==> src/rtl/muldiv_unit_if.sv <==
// ============================================================================
// Module   : muldiv_unit_if
// Brief    : Request/response bundle between the CPU pipeline and the
//            multiply/divide unit (operation start, HI/LO moves, results).
// Revision : 1.0 - initial release
// ============================================================================
`default_nettype none

interface muldiv_unit_if;
    logic        start;
    logic [1:0]  op;
    logic [31:0] A;
    logic [31:0] B;
    logic        mthi;
    logic        mtlo;
    logic        busy;
    logic        done;
    logic [31:0] hi;
    logic [31:0] lo;

    // CPU side: issues operations and moves, observes results
    modport master (
        output start, op, A, B, mthi, mtlo,
        input  busy, done, hi, lo
    );

    // Unit side
    modport slave (
        input  start, op, A, B, mthi, mtlo,
        output busy, done, hi, lo
    );
endinterface

`default_nettype wire

==> src/rtl/muldiv_unit.sv <==
// ============================================================================
// Module   : muldiv_unit
// Brief    : 32-bit iterative MULT/MULTU/DIV/DIVU unit with HI/LO registers.
//            Magnitudes are processed unsigned over 32 iterations (shift-add
//            or restoring shift-subtract), then signs are fixed in one cycle.
// Revision : 1.0 - initial release
// ============================================================================
`default_nettype none

module muldiv_unit (
    input wire           clk,
    input wire           rst,
    muldiv_unit_if.slave bus
);

    typedef enum logic [1:0] {
        S_IDLE = 2'd0,
        S_CALC = 2'd1,
        S_FIX  = 2'd2
    } state_t;

    localparam logic [5:0] c_last_iter = 6'd31;

    state_t      r_state;
    state_t      w_next_state;
    logic        r_busy;
    logic        r_done;
    logic [5:0]  r_cnt;
    logic        r_op_div;
    logic        r_neg_q;
    logic        r_neg_r;
    logic        r_div0;
    logic [31:0] r_opd;
    // Multiply: {partial product, remaining multiplier bits}
    // Divide  : {partial remainder, dividend bits / quotient bits}
    logic [63:0] r_acc;
    logic [31:0] r_hi;
    logic [31:0] r_lo;

    logic        w_signed;
    logic [31:0] w_abs_a;
    logic [31:0] w_abs_b;
    logic [32:0] w_mul_sum;
    logic [63:0] w_mul_next;
    logic [32:0] w_div_shift;
    logic [32:0] w_div_diff;
    logic [63:0] w_div_next;
    logic [63:0] w_prod_fix;
    logic [31:0] w_hi_fix;
    logic [31:0] w_lo_fix;

    // Operand magnitudes: op[0]=0 selects the signed variants
    assign w_signed = ~bus.op[0];
    assign w_abs_a  = (w_signed && bus.A[31]) ? (32'd0 - bus.A) : bus.A;
    assign w_abs_b  = (w_signed && bus.B[31]) ? (32'd0 - bus.B) : bus.B;

    // One shift-add step: add multiplicand when multiplier LSB is set, shift right
    assign w_mul_sum  = {1'b0, r_acc[63:32]} + (r_acc[0] ? {1'b0, r_opd} : 33'd0);
    assign w_mul_next = {w_mul_sum, r_acc[31:1]};

    // One restoring step: shift in next dividend bit, subtract if it fits
    assign w_div_shift = r_acc[63:31];
    assign w_div_diff  = w_div_shift - {1'b0, r_opd};
    assign w_div_next  = w_div_diff[32] ? {w_div_shift[31:0], r_acc[30:0], 1'b0}
                                        : {w_div_diff[31:0],  r_acc[30:0], 1'b1};

    // Sign correction of the unsigned result; a zero divisor forces LO to all ones
    // while the remainder path already reproduces the dividend in HI
    always_comb begin
        w_prod_fix = r_neg_q ? (64'd0 - r_acc) : r_acc;
        w_hi_fix   = w_prod_fix[63:32];
        w_lo_fix   = w_prod_fix[31:0];
        if (r_op_div) begin
            w_hi_fix = r_neg_r ? (32'd0 - r_acc[63:32]) : r_acc[63:32];
            w_lo_fix = r_div0 ? 32'hFFFF_FFFF
                              : (r_neg_q ? (32'd0 - r_acc[31:0]) : r_acc[31:0]);
        end
    end

    // Next-state logic
    always_comb begin
        w_next_state = r_state;
        case (r_state)
            S_IDLE:  if (bus.start) w_next_state = S_CALC;
            S_CALC:  if (r_cnt == c_last_iter) w_next_state = S_FIX;
            S_FIX:   w_next_state = S_IDLE;
            default: w_next_state = S_IDLE;
        endcase
    end

    // State register with registered busy and the post-FIX done pulse
    always_ff @(posedge clk) begin
        if (!rst) begin
            r_state <= S_IDLE;
            r_busy  <= 1'b0;
            r_done  <= 1'b0;
        end else begin
            r_state <= w_next_state;
            r_busy  <= (w_next_state != S_IDLE);
            r_done  <= (r_state == S_FIX);
        end
    end

    // Datapath: operand capture, iteration, result write-back and IDLE moves
    always_ff @(posedge clk) begin
        if (!rst) begin
            r_cnt    <= 6'd0;
            r_op_div <= 1'b0;
            r_neg_q  <= 1'b0;
            r_neg_r  <= 1'b0;
            r_div0   <= 1'b0;
            r_opd    <= 32'd0;
            r_acc    <= 64'd0;
            r_hi     <= 32'd0;
            r_lo     <= 32'd0;
        end else begin
            case (r_state)
                S_IDLE: begin
                    if (bus.start) begin
                        r_op_div <= bus.op[1];
                        r_opd    <= w_abs_b;
                        r_acc    <= {32'd0, w_abs_a};
                        r_neg_q  <= w_signed & (bus.A[31] ^ bus.B[31]);
                        r_neg_r  <= w_signed & bus.A[31];
                        r_div0   <= (bus.B == 32'd0);
                        r_cnt    <= 6'd0;
                    end else begin
                        if (bus.mthi) r_hi <= bus.A;
                        if (bus.mtlo) r_lo <= bus.A;
                    end
                end
                S_CALC: begin
                    r_acc <= r_op_div ? w_div_next : w_mul_next;
                    r_cnt <= r_cnt + 6'd1;
                end
                S_FIX: begin
                    r_hi <= w_hi_fix;
                    r_lo <= w_lo_fix;
                end
                default: ;
            endcase
        end
    end

    assign bus.busy = r_busy;
    assign bus.done = r_done;
    assign bus.hi   = r_hi;
    assign bus.lo   = r_lo;

endmodule

`default_nettype wire

==> src/flat_wrapper.sv <==
// flat-port wrapper written by rule: the top's interface ports become plain ports
module muldiv_unit_flat 
  (clk, rst, bus_start, bus_op, bus_A, bus_B, bus_mthi, bus_mtlo, bus_busy, bus_done, bus_hi, bus_lo);
  muldiv_unit_if bus_i ();
  input wire clk;
  input wire rst;
  input wire logic [$bits(bus_i.start)-1:0] bus_start;
  input wire logic [$bits(bus_i.op)-1:0] bus_op;
  input wire logic [$bits(bus_i.A)-1:0] bus_A;
  input wire logic [$bits(bus_i.B)-1:0] bus_B;
  input wire logic [$bits(bus_i.mthi)-1:0] bus_mthi;
  input wire logic [$bits(bus_i.mtlo)-1:0] bus_mtlo;
  output wire logic [$bits(bus_i.busy)-1:0] bus_busy;
  output wire logic [$bits(bus_i.done)-1:0] bus_done;
  output wire logic [$bits(bus_i.hi)-1:0] bus_hi;
  output wire logic [$bits(bus_i.lo)-1:0] bus_lo;
  assign bus_i.start = bus_start;
  assign bus_i.op = bus_op;
  assign bus_i.A = bus_A;
  assign bus_i.B = bus_B;
  assign bus_i.mthi = bus_mthi;
  assign bus_i.mtlo = bus_mtlo;
  assign bus_busy = bus_i.busy;
  assign bus_done = bus_i.done;
  assign bus_hi = bus_i.hi;
  assign bus_lo = bus_i.lo;
  muldiv_unit u_core (.clk(clk), .rst(rst), .bus(bus_i));
endmodule
==> config.mk <==
export PLATFORM = sky130hd
export DESIGN_NAME = muldiv_unit_flat
export DESIGN_NICKNAME = d
export VERILOG_FILES = /design/src/rtl/muldiv_unit_if.sv /design/src/rtl/muldiv_unit.sv /design/src/flat_wrapper.sv
export SDC_FILE = /design/constraint.sdc
export NUM_CORES = 1
export LEC_CHECK = 0
export ABC_AREA = 0
export BUFFER_PORTS_ARGS = -buffer_cell sky130_fd_sc_hd__buf_2
export CORE_ASPECT_RATIO = 0.8
export CORE_MARGIN = 8
export CORE_UTILIZATION = 35
export DETAILED_ROUTE_END_ITERATION = 16
export PLACE_DENSITY = 0.62
export RECOVER_POWER = 25
export SLEW_MARGIN = 10
export SYNTH_ARGS = -nofsm -noshare
export SYNTH_HDL_FRONTEND = slang
export SYNTH_SLANG_ARGS = --single-unit
==> constraint.sdc <==
create_clock -name clk -period 4.5 [get_ports clk]
set_input_delay 0.45 -clock clk [delete_from_list [all_inputs] [get_ports clk]]
set_output_delay 0.45 -clock clk [all_outputs]
set_load 0.02 [all_outputs]
==> summary.md <==
| Metric | Value |
|---|---|
| Status | `completed` |
| CP Capture Type | `flip-flop` |
| Number of cells traversed by the worst register-to-register path | `13` |
| Number of remaining DRC errors | `0` |
| Number of nets in the finished design | `2,135` |
| Layout Area Growth over Synthesis | `12.0%` |
| Vias after detailed routing | `15.1k` |
| Diode insertion count for antenna repair | `0` |
| Area share of the leading cell type in the synthesized netlist | `24.4%` |
| Yosys top cell by area | `dfxtp_1` |
| Highest fanout seen on the critical path | `13` |
| Buffers inserted by post-CTS timing repair | `0` |
| Signal arrival time at the worst endpoint | `4.53 ns` |
| Leading cell types by total area after synthesis | `dfxtp_1, nand2_1, ha_1, xnor2_1, xor2_1` |
| Starting utilization of the core area | `35.3%` |
| Number of buffer and inverter stages on the critical path | `2` |
| Setup crit start | `u_core.r_acc[31]$_SDFFE_PN0P_` |
| Worst min path class | `in2reg` |
| Detailed placer's ending HPWL | `42,200 um` |
| Die extent in y | `197 um` |
| Clock latency on the worst-skew pair | `between 0.4 and 0.5 ns` |
| Overall Global Routing Usage | `between 20% and 30%` |
| Worst path cell trace | `inv_1 -> ha_1 -> fa_1 -> nand2b_1 -> a211oi_1 -> o31ai_1 -> a211oi_1 -> or4_1 -> and3_1 -> buf_4 -> nor2_1 -> a21oi_1 -> o21ai_0` |
| Static Leakage | `around 6.7 nW` |
| Number of port buffers | `136` |
| Core region area | `40,500 um^2` |
| Kind of critical path | `reg2reg` |
| Synthesized area | `14,300 um^2` |
| Dominant synthesized flop cell | `dfxtp_1` |
| Number of H-tree branching levels | `4` |
| Unique cell type count in the Yosys netlist | `75` |
| Number of global-route vias before repair | `between 10k and 15k` |
| Peak per-stage delay on the critical path | `0.60 ns` |
| Largest net degree at the start of global routing | `78` |
| CTS Root Buffer Type | `clkbuf_16` |
| Highest clock frequency the design can meet | `237 MHz` |
| Slowest CP cell | `and3_1` |
| Maximum count of clock buffers along a single path | `2` |
| Post-CTS clock slew at the launch and capture registers of the worst setup and hold paths | `0.08 ns` |
| Global Route met1 Usage | `between 30% and 40%` |
| IR drop worst, VDD | `around 280 uV` |
| TritonCTS buffer count | `17` |
| Most used cells in the layout excluding fill and tap cells | `nand2_1, dfxtp_1, a21oi_1, nor2_1, o21ai_0` |
| Final worst path period need | `4.22 ns` |
| Avg Inst Size Synth | `between 7 and 8 um^2` |
| Antenna-violating nets left | `0` |
| Worst hold start | `bus_B[0]` |
| Final RePlAce weighted congestion | `0.966` |
| Global-route met3 utilization | `about 4.9%` |
| Routed wire per std cell | `~22 um` |
| Number of antenna violations at the first check in global routing | `2` |
| Share of post-route cells with drive strength above 1 | `8.42%` |
| Family with the most delay on the worst path | `compound AO/OA/AOI/OAI gates` |
| DRT Wirelength | `between 50,000 and 60,000 um` |
| Yosys warning count | `0` |
| Fraction of synthesis flops using an asynchronous set or reset pin | `0%` |
| Die span in x | `242 um` |
| Full die area | `47,500 um^2` |
| Relative slew slack | `17.9%` |
| Startpoint of the worst-slack reg-to-reg timing path | `u_core.r_acc[31]$_SDFFE_PN0P_` |
| Pwr dens | `about 290 nW/um^2` |
| Remaining global-route overflow | `0` |
| TritonCTS sink count | `174` |
| Number of vias per cell after detailed routing | `approximately 6` |
| Type of element launching the critical path | `flip-flop` |
| Number of cells produced by synthesis | `1,927` |
| Unrepaired setup endpoints after global routing | `false` |
| Number of ports placed on the die boundary | `137` |
| 1st-iter DRT viols | `roughly 1.6k` |
| Max-cap violation count | `0` |
| Tightest Pin Transition | `1.23 ns` |
| Number of hold violations in the final report | `0` |
| Final-report setup violation count | `0` |
| Total negative setup slack | `0 ns` |
| Wire length of the first global-routing pass | `85,000 um` |
| Drt first pass iters | `8` |
| Num rows | `66` |
| Synthesis-stage register bit count | `174` |
| Cell mode on critical path | `a211oi_1` |
| Portion of the post-synthesis area used by sequential elements | `24.4%` |
| Max Clock Skew | `0.0172 ns` |
| GRT Max-Usage Layer | `met1` |
| Met2 track demand over resource in global routing | `32.2%` |
| Number of cells on the critical path | `13` |
| Worst Path Required | `4.81 ns` |
| Most common cell after layout, fill and taps aside | `nand2_1` |
| Synth Net Count | `2,069` |
| Final Util | `approximately 39%` |
| Count of flip-flops with a built-in enable after synthesis | `0` |
| WHS Path Cells | `3` |
| Number of pins exceeding their max-slew limit in the final report | `0` |
| TritonCTS clock tree | `done` |
| Ratio of final minimum period to clock period | `93.9%` |
-- synth_stat cells, types with 4 or more instances --
cell       number
o2111ai_1       4
a31oi_1        30
and2_1         19
o21bai_1        4
a21boi_0       26
or3_1          25
nor4_1         16
nand3b_1        4
nand2b_1       21
nor3_1         37
a21oi_1       134
buf_2           5
a211oi_1       10
dfxtp_1       174
xor2_1         82
inv_1          65
nor3b_1         6
a211o_1         4
o21ai_0       114
o211a_1        30
o41ai_1        11
buf_1          14
a22o_1          9
a221o_1         6
nand2_1       302
a222oi_1       26
o31ai_1        22
ha_1           69
or2_2           5
o221ai_1       10
mux2i_1        47
o21a_1         10
a311oi_1        4
nor2_1        122
nand3_1        63
a22oi_1        20
a21o_1         25
o211ai_1       33
and3_1         14
or4_1           5
nand4_1        16
xnor2_1        84
nor2b_1        46
clkbuf_1      103
-- routing by layer --
metal	wire, um	vias to the layer above
li1	-	7072
met1	26500	7264
met2	23000	668
met3	4910	74
met4	1110	0
met5	0	-
-- cells by family (layout without fill, tap and decap cells) --
kind of cell,count (synthesis),after routing,synth area share (%)
compound gates,561,561,26.7
buf+inv,191,270,5.19
xor+xnor,166,166,10.2
flops,174,174,24.4
mux,48,48,3.38
simple gates,716,716,23.8
fa+ha+maj,71,71,6.33
-- power by group --
group	internal (mW)	switching (mW)	total, mW
Clock	0.851	0.755	1.61
Sequential	1.63	0.114	1.74
Combinational	0.489	0.874	1.36
-- final cells by class --
type	count	area (um^2)
repair buffers	173	887
inverters	65	244
flip-flops and latches	174	3480
clock inverters	12	150
fillers	4278	24500
well taps	544	681
multi-input cells	1562	10100
clock buffers	20	447
-- metrics by stage --
step	power (mW)	cell area, um^2	cells	setup slack [ns]	hold slack, ns
2_1_floorplan	2.66	14300	1927	1.34	0.456
3_3_place_gp	3.10	15500	2518	0.503	0.475
3_5_place_dp	3.11	15500	2518	0.375	0.478
4_1_cts	4.70	16100	2550	0.328	0.268
5_1_grt	4.92	16000	2550	0.0254	0.271
6_report	4.71	16000	2550	0.276	0.283
-- worst register-to-register path, stage by stage, from the launching register on --
cell,delay [ns]
dfxtp_1,0.49
inv_1,0.16
ha_1,0.26
fa_1,0.42
nand2b_1,0.20
a211oi_1,0.48
o31ai_1,0.24
a211oi_1,0.44
or4_1,0.21
and3_1,0.60
buf_4,0.28
nor2_1,0.07
a21oi_1,0.12
o21ai_0,0.08
-- what timing repair did --
action / in CTS / in global routing
endpoints found under the hold margin: 0 / 0
endpoints found under the setup margin: 0 / 1
hold buffers: 0 / 0
gates resized for setup: 0 / 1
-- worst paths after layout --
path                                   endpoint  slack, ns
setup / recovery  u_core.r_acc[45]$_SDFFE_PN0P_       0.28
setup reg to reg  u_core.r_acc[45]$_SDFFE_PN0P_       0.28
hold reg to reg   u_core.bus.lo[1]$_SDFFE_PN0P_       0.50
hold / removal     u_core.r_opd[0]$_SDFFE_PN0P_       0.28
-- state kept, by name (all words and copies together), names as in the netlist --
| register | flops |
|---|---|
| u_core.r_div0 | 1 |
| u_core.r_neg_r | 1 |
| u_core.r_neg_q | 1 |
| u_core.bus.busy | 1 |
| u_core.r_cnt | 6 |
| u_core.r_opd | 32 |
| u_core.bus.done | 1 |
| u_core.r_acc | 64 |
| u_core.bus.lo | 32 |
| u_core.r_op_div | 1 |
| u_core.bus.hi | 32 |
| u_core.r_state | 2 |
Note: power is estimated with default switching activity, not from simulation.
